File: config.mk
export PLATFORM = sky130hd
export DESIGN_NAME = regfile_read_stage
export DESIGN_NICKNAME = d
export VERILOG_FILES = /design/src/rtl/regfile_pkg.sv /design/src/rtl/regfile_core.sv /design/src/rtl/regfile_read_stage.sv
export SDC_FILE = /design/constraint.sdc
export NUM_CORES = 2
export LEC_CHECK = 0
export BUFFER_PORTS_ARGS = -buffer_cell sky130_fd_sc_hd__buf_4
export CAP_MARGIN = 20
export CELL_PAD_IN_SITES_DETAIL_PLACEMENT = 1
export CELL_PAD_IN_SITES_GLOBAL_PLACEMENT = 1
export CORE_ASPECT_RATIO = 0.5
export CORE_MARGIN = 2
export CORE_UTILIZATION = 53
export DETAILED_ROUTE_END_ITERATION = 7
export PLACE_DENSITY = 0.86
export SETUP_SLACK_MARGIN = 0.1
export SYNTH_ARGS = -nofsm -noshare
export SYNTH_HDL_FRONTEND = slang
export SYNTH_SLANG_ARGS = --single-unit
File: constraint.sdc
create_clock -name clock -period 2.4 [get_ports clock]
set_clock_uncertainty 0.2 [all_clocks]
set_input_delay 0 -clock clock [delete_from_list [all_inputs] [get_ports clock]]
set_output_delay 0 -clock clock [all_outputs]
set_load 0.02 [all_outputs]
File: src/rtl/regfile_pkg.sv
// Shared constants for the decode-side register file and D/X pipeline latch.
package regfile_pkg;

    localparam int DATA_W   = 32;
    localparam int NUM_REGS = 32;
    localparam int ADDR_W   = $clog2(NUM_REGS);

    localparam logic [ADDR_W-1:0] REG_ZERO   = 5'd0;
    localparam logic [ADDR_W-1:0] REG_STATUS = 5'd30;
    localparam logic [ADDR_W-1:0] REG_LINK   = 5'd31;

    localparam logic [DATA_W-1:0] INSN_NOP   = 32'h0;

endpackage

File: src/rtl/regfile_core.sv
// Architectural register file: hardwired r0, a general write port, a dedicated
// rstatus write port, and two combinational read ports with write-to-read bypass.
module regfile_core
    import regfile_pkg::*;
(
    input  logic              clock,
    input  logic              ctrl_reset_n,
    input  logic              i_we,
    input  logic [ADDR_W-1:0] i_waddr,
    input  logic [DATA_W-1:0] i_wdata,
    input  logic              i_status_we,
    input  logic [DATA_W-1:0] i_status_wdata,
    input  logic [ADDR_W-1:0] i_raddr_a,
    input  logic [ADDR_W-1:0] i_raddr_b,
    output logic [DATA_W-1:0] o_rdata_a,
    output logic [DATA_W-1:0] o_rdata_b
);

    logic [DATA_W-1:0] r_regs [NUM_REGS];

    // NOTE: storage is reset on purpose so no register can ever read back as X;
    // this keeps the array out of RAM macros, which is acceptable at 32 entries.
    always_ff @(posedge clock or negedge ctrl_reset_n) begin
        if (!ctrl_reset_n) begin
            for (int i = 0; i < NUM_REGS; i++) begin
                r_regs[i] <= '0;
            end
        end else begin
            // NOTE: non-blocking assignments make the later status write override
            // a same-cycle general write to r30 without any ordering hazards.
            if (i_we && (i_waddr != REG_ZERO)) begin
                r_regs[i_waddr] <= i_wdata;
            end
            if (i_status_we) begin
                r_regs[REG_STATUS] <= i_status_wdata;
            end
        end
    end

    // Bypass order mirrors the write priority: status port, then general port, then storage.
    function automatic logic [DATA_W-1:0] bypass_read(
        input logic [ADDR_W-1:0] addr,
        input logic [DATA_W-1:0] stored,
        input logic              we,
        input logic [ADDR_W-1:0] waddr,
        input logic [DATA_W-1:0] wdata,
        input logic              status_we,
        input logic [DATA_W-1:0] status_wdata
    );
        if (addr == REG_ZERO)                       return '0;
        else if (status_we && addr == REG_STATUS)   return status_wdata;
        else if (we && addr == waddr)               return wdata;
        else                                        return stored;
    endfunction

    logic [DATA_W-1:0] w_stored_a;
    logic [DATA_W-1:0] w_stored_b;

    assign w_stored_a = r_regs[i_raddr_a];
    assign w_stored_b = r_regs[i_raddr_b];

    assign o_rdata_a = bypass_read(i_raddr_a, w_stored_a, i_we, i_waddr, i_wdata,
                                   i_status_we, i_status_wdata);
    assign o_rdata_b = bypass_read(i_raddr_b, w_stored_b, i_we, i_waddr, i_wdata,
                                   i_status_we, i_status_wdata);

endmodule

File: src/rtl/regfile_read_stage.sv
// Decode read stage: register file plus the D/X latch carrying operands and instruction.
// Latch priority is reset > flush > stall > load.
module regfile_read_stage
    import regfile_pkg::*;
(
    input  logic              clock,
    input  logic              ctrl_reset_n,
    input  logic              ctrl_writeEnable,
    input  logic [ADDR_W-1:0] ctrl_writeReg,
    input  logic [DATA_W-1:0] data_writeReg,
    input  logic              ctrl_writeStatus,
    input  logic [DATA_W-1:0] data_writeStatusReg,
    input  logic [ADDR_W-1:0] ctrl_readRegA,
    input  logic [ADDR_W-1:0] ctrl_readRegB,
    input  logic [DATA_W-1:0] insn_in,
    input  logic              stall,
    input  logic              flush,
    output logic [DATA_W-1:0] data_readRegA,
    output logic [DATA_W-1:0] data_readRegB,
    output logic [DATA_W-1:0] insn_out,
    output logic              valid_out
);

    logic [DATA_W-1:0] w_rdata_a;
    logic [DATA_W-1:0] w_rdata_b;

    regfile_core u_core (
        .clock          (clock),
        .ctrl_reset_n   (ctrl_reset_n),
        .i_we           (ctrl_writeEnable),
        .i_waddr        (ctrl_writeReg),
        .i_wdata        (data_writeReg),
        .i_status_we    (ctrl_writeStatus),
        .i_status_wdata (data_writeStatusReg),
        .i_raddr_a      (ctrl_readRegA),
        .i_raddr_b      (ctrl_readRegB),
        .o_rdata_a      (w_rdata_a),
        .o_rdata_b      (w_rdata_b)
    );

    logic [DATA_W-1:0] r_op_a;
    logic [DATA_W-1:0] r_op_b;
    logic [DATA_W-1:0] r_insn;
    logic              r_valid;

    // A stalled latch keeps its operands even if their source register is rewritten.
    always_ff @(posedge clock or negedge ctrl_reset_n) begin
        if (!ctrl_reset_n) begin
            r_op_a  <= '0;
            r_op_b  <= '0;
            r_insn  <= INSN_NOP;
            r_valid <= 1'b0;
        end else if (flush) begin
            r_op_a  <= '0;
            r_op_b  <= '0;
            r_insn  <= INSN_NOP;
            r_valid <= 1'b0;
        end else if (!stall) begin
            r_op_a  <= w_rdata_a;
            r_op_b  <= w_rdata_b;
            r_insn  <= insn_in;
            r_valid <= 1'b1;
        end
    end

    assign data_readRegA = r_op_a;
    assign data_readRegB = r_op_b;
    assign insn_out      = r_insn;
    assign valid_out     = r_valid;

endmodule

==> results of run 1 <==
[stage by stage]
stage	std cells	area, um2	util, %	TNS, ns	hold slack (ns)
after floorplan	4232	59600	-	0	-0.496
after global placement	5788	64500	58.2	-1.35	-0.168
after detailed placement	5789	64500	58.2	-3.98	-0.162
after CTS	6269	71000	64.1	0	0.00173
[metal layers]
metal | overflow | global-route usage [%]
met1 | 12 | 76.3
met3 | 5 | 76.1
met2 | 105 | 91.4
met4 | 73 | 76.6
met5 | 5 | 66.4
[timing repair]
action	4_1_cts
endpoints found under the setup margin	4
endpoints found under the hold margin	2210
gates resized for setup	6
hold buffers	290
[kinds of logic after synthesis]
kind of cell	after synthesis
muxes	1648
DFF	1121
and+or+nand+nor	511
buffers and inverters	472
AOI/OAI and AO/OA	470
xor gates and xnor gates	10
[synthesized netlist by cell type, types with 8 or more instances]
master,instances
nand2b_1,13
xnor2_1,8
nand3_1,82
a221oi_1,12
o21ai_0,93
a221o_1,27
a32oi_1,12
o2111ai_1,11
mux4_2,404
clkbuf_8,11
a21oi_1,37
o221ai_1,17
buf_4,35
nor4_1,30
o22ai_1,91
nor2b_1,12
buf_6,28
clkbuf_1,212
nor2_1,159
mux2i_1,216
mux4_1,37
nand2_1,163
a2111oi_0,13
dfrtp_1,1121
nor3_1,18
buf_2,132
a22oi_1,89
a2bb2oi_1,10
buf_1,40
mux2_2,979
mux2_1,10
a211oi_1,8
==> flow_metrics.py, run 1 <==
metrics = {
    "sta": {
        "worst-ep-kind": "register input",
        "grt-worst-endpoint": "data_readRegA[30]$_DFFE_PN0P_/D",
    },
    "yosys": {
        "syn_area_um2": 59600,
        "synth_edf_count": 0,
        "ys_top_cells_by_area": "dfrtp_1, mux2_2, mux4_2, mux2i_1, mux4_1",
        "synth_top_area_share_pct": 47.0,
        "synthAdderAreaFrac_pct": 0,
        "synthXorXnorAreaFrac_pct": 0.147,
        "synthArstFlopShare_pct": 100,
        "synth.distinct_cells": 72,
        "synthSimpleGateAreaFrac_pct": 3.85,
        "synth_top_family_by_area": "multiplexers",
        "synth-seq-cells": 1121,
        "netlist_instances": 4232,
        "syn_area_per_cell_um2": 14.1,
        "yosysTopAreaCell": "dfrtp_1",
        "synth.mux.area_fraction_pct": 39.3,
        "synthFlopType": "dfrtp_1",
        "synth_compound_area_share_pct": 5.55,
        "synth_nets": 4349,
        "yosysSeqAreaShare_pct": 47.0,
        "ys.warnings.count": 0,
    },
    "die": {
        "die_x_um": 478,
        "io_pins": 214,
        "die_y_um": 241,
        "initial_core_util_pct": 53.8,
        "core.rowCount": 86,
    },
    "outcome": {
        "error_line": "[ERROR GRT-0232] Routing congestion too high. Check the congestion heatmap in the GUI.",
        "failing_step": "5_1_grt",
        "status": "stopped before the end",
    },
    "global_route": {
        "grt_max_degree": 95,
        "grt.overflow.total": 200,
        "grt_usage_pct": 80.3,
        "antenna_found_initial": 106,
    },
    "clocking": {
        "cts_buffers": 103,
        "cts_setup_buffers": 0,
        "cts_sinks": 1121,
        "clock_path_buffers": 3,
        "htreeDepth": 3,
        "root_buffer": "clkbuf_16",
    },
    "placed_design": {
        "gp_congestion": 0.941,
        "portBuffers": 213,
        "dp_hpwl_um": 156000,
        "place_ws_ns": -0.243,
    },
}
==> run 2: changes to the inputs <==
--- a/config.mk
+++ b/config.mk
@@ -7,14 +7,10 @@
 export LEC_CHECK = 0
 export BUFFER_PORTS_ARGS = -buffer_cell sky130_fd_sc_hd__buf_4
 export CAP_MARGIN = 20
-export CELL_PAD_IN_SITES_DETAIL_PLACEMENT = 1
-export CELL_PAD_IN_SITES_GLOBAL_PLACEMENT = 1
-export CORE_ASPECT_RATIO = 0.5
 export CORE_MARGIN = 2
-export CORE_UTILIZATION = 53
+export CORE_UTILIZATION = 40
 export DETAILED_ROUTE_END_ITERATION = 7
-export PLACE_DENSITY = 0.86
-export SETUP_SLACK_MARGIN = 0.1
+export PLACE_DENSITY_LB_ADDON = 0.15
 export SYNTH_ARGS = -nofsm -noshare
 export SYNTH_HDL_FRONTEND = slang
 export SYNTH_SLANG_ARGS = --single-unit
==> run 2 against run 1 <==
The flow now finishes, with violations (setup timing); area after synthesis stayed put; synthesized cell count unchanged.
==> flow_metrics.py, run 2 <==
metrics = {
    "outcome": {
        "status": "finished with violations",
        "failed_checks": "setup timing",
    },
    "worst_setup_path": {
        "critPathArrivalTime_ns": 2.86,
        "cp-end-kind": "flip-flop",
        "crit_path_frequent_cell": "buf_4",
        "reg2reg_setup_slack_ns": 0.07,
        "ff2ff_path_depth": 6,
        "cp-start-kind": "input pin",
        "worst-path-buf-inv": 5,
        "required_ns": 2.85,
        "path_cells": "dlygate4sd3_1 -> buf_4 -> buf_4 -> buf_4 -> mux2i_1 -> dlygate4sd3_1 -> o21ai_0",
        "crit_family": "buffers and inverters",
        "crit_slowest_cell": "dlygate4sd3_1",
        "crit_fanout": 20,
        "r2r-start": "u_core.r_regs[155]",
        "max_stage_delay_ns": 0.63,
        "rr_endpoint": "data_readRegA[27]",
        "path_class": "in2reg",
    },
    "cells_and_area": {
        "drive_gt1_share_pct": 45.8,
        "largest_reg_flops": 1024,
        "largest-register": "u_core.r_regs",
        "layout_commonest_cell": "dfrtp_1",
        "final_area_um2": 72800,
        "num-nets-final": 4858,
        "layout_common_cells": "dfrtp_1, mux2_2, buf_4",
        "synthToLayoutAreaGrowth_pct": 22.2,
        "fill_cells": 12900,
    },
    "yosys": {
        "synth_compound_area_share_pct": 5.55,
        "ys_top_cells_by_area": "dfrtp_1, mux2_2, mux4_2, mux2i_1, mux4_1",
        "synth_top_area_share_pct": 47.0,
        "synthSimpleGateAreaFrac_pct": 3.85,
        "synthXorXnorAreaFrac_pct": 0.147,
        "yosysTopAreaCell": "dfrtp_1",
        "synthFlopType": "dfrtp_1",
        "synth_nets": 4349,
        "syn_area_per_cell_um2": 14.1,
        "yosysSeqAreaShare_pct": 47.0,
        "synthAdderAreaFrac_pct": 0,
        "ys.warnings.count": 0,
        "synth.most_common_cell": "dfrtp_1",
        "synthArstFlopShare_pct": 100,
        "syn_area_um2": 59600,
        "synth_edf_count": 0,
        "synth.distinct_cells": 72,
        "netlist_instances": 4232,
        "synth.mux.area_fraction_pct": 39.3,
        "synth_commonest_cells": "dfrtp_1, mux2_2, mux4_2",
        "synth-seq-cells": 1121,
        "synth_top_family_by_area": "multiplexers",
    },
    "flow_run": {
        "drv_cap": 0,
    },
    "power_and_ir_drop": {
        "ir_drop_v": 0.000536,
        "p_leak_nw": 32.0,
        "total_power_mw": 56.9,
        "power.density_nw_per_um2": 781,
    },
    "sta": {
        "rsz0062_at_grt": "no",
        "hold_ws_ns": 0.0329,
        "fin_ws_ns": -0.0158,
        "period_needed_ns": 2.42,
        "period_share_pct": 101,
        "setup_tns_ns": -0.0158,
        "finalSetupViolCount": 1,
        "slew_viol_final": 0,
        "slew_headroom_pct": 46.9,
        "worst_pin_slew_ns": 0.793,
        "fmax_mhz": 414,
        "finalHoldViolations": 0,
    },
    "detailed_routing": {
        "dr_wl_met3_um": 16800,
        "wirelength_um": 232000,
        "wire_per_inst_um": 34.3,
        "highest_layer": "met5",
        "num_vias": 42900,
        "drt-initial-drc-count": 4380,
        "avgViaCountPerCell": 6.34,
        "drc": 0,
        "drt_pre_antenna_iters": 7,
        "ant_nets": 0,
        "m1WireLength_um": 98800,
        "met2_length_um": 108000,
    },
    "hold_path": {
        "holdCritPathClass": "in2reg",
        "whs_endpoint": "data_readRegB[23]",
        "min_from": "data_writeStatusReg[23]",
        "hold_depth": 5,
    },
    "die": {
        "io_pins": 214,
        "die_y_um": 390,
        "core.rowCount": 141,
        "initial_core_util_pct": 40.3,
        "core-area_um2": 148000,
        "die_x_um": 390,
        "dieArea_um2": 152000,
    },
    "clocking": {
        "root_buffer": "clkbuf_16",
        "path_clk_slew_ns": 0.06,
        "cts_sinks": 1121,
        "cts_buffers": 134,
        "worstSkewPairLatency_ns": 0.79,
        "clock_path_buffers": 3,
        "cts_tree": "built",
        "htreeDepth": 4,
    },
    "global_route": {
        "grt.overflow.total": 0,
        "antenna_found_initial": 9,
        "grt_pass1_vias": 43700,
        "grt_pass1_wl_um": 332000,
        "grt_usage_pct": 30.5,
        "grt_max_degree": 100,
    },
    "placed_design": {
        "gp_congestion": 0.859,
        "dp_hpwl_um": 144000,
        "placed_cell_area_um2": 65400,
        "portBuffers": 213,
    },
}
-- run 2: cell counts after synthesis --
No cell type changed its count.
-- run 2: per-layer routing --
metal	track usage [%]	vias up
li1	-	17300
met1	42.3	23200
met2	47.5	1922
met3	5.97	478
met4	11.4	8
met5	0	-
-- run 2: layout make-up --
cell class,count,area [um2],area share [%]
Antenna cell,3,7.51,0.0103
Timing Repair Buffer,840,8560,11.7
Inverter,5,20.0,0.0275
Sequential cell,1121,28100,38.5
Clock inverter,40,454,0.623
Clock buffer,196,3900,5.35
Multi-Input combinational cell,2639,29400,40.4
Tap cell,1930,2410,3.31
-- run 2: cells by family (layout without fill, tap and decap cells) --
kind of cell              Yosys count  after routing
DFF                              1121           1121
buffers and inverters             472           1081
AOI/OAI and AO/OA                 470            470
xor gates and xnor gates           10             10
other                               0              3
muxes                            1648           1648
and+or+nand+nor                   511            511
-- run 2: report_power, final --
group          switching [mW]  total [mW]  internal, mW  leakage (nW)
clock network            8.53        20.6          12.0          2.14
logic                    4.78        11.5          6.73          15.5
registers                2.59        24.8          22.3          14.4
total                    15.9        56.9          41.0          32.0
-- run 2: what timing repair did --
action,4_1_cts,5_1_grt
resized for setup,0,30
setup buffers,0,3
endpoints found under the hold margin,2210,0
hold buffers,298,0
setup endpoints to repair,0,24
-- run 2: worst max path at each step --
| stage | startpoint | end | slack [ns] | cells after the start |
|---|---|---|---|---|
| final | ctrl_writeStatus | u_core.r_regs[42] | -0.02 | 7 |
| after global routing | ctrl_readRegA[2] | data_readRegA[28] | 0.0002 | 12 |
| after CTS | ctrl_readRegB[1] | data_readRegB[14] | 0.009 | 10 |
| after detailed placement | ctrl_readRegB[0] | data_readRegB[19] | 0.04 | 9 |
| after global placement | flush | data_readRegB[19] | 0.003 | 8 |
| after floorplan | ctrl_readRegB[0] | data_readRegB[26] | 0.46 | 7 |
-- run 2: worst register-to-register path: cells and delay by family, from the launching register on --
kind	cells	cell delay, ns
buf+inv	1	0.57
mux	1	0.49
flops	1	0.38
compound gates	2	0.43
simple gates	2	0.15
-- run 2: metrics by stage --
step	util, %	instances	worst slack (ns)
2_1_floorplan	-	4232	0.465
3_3_place_gp	44.2	6235	0.00272
3_5_place_dp	44.2	6235	0.0447
4_1_cts	49.2	6769	0.00899
5_1_grt	49.3	6773	0.000249
6_report	49.3	6774	-0.0158
No activity file was read; power rests on OpenSTA's default activity.
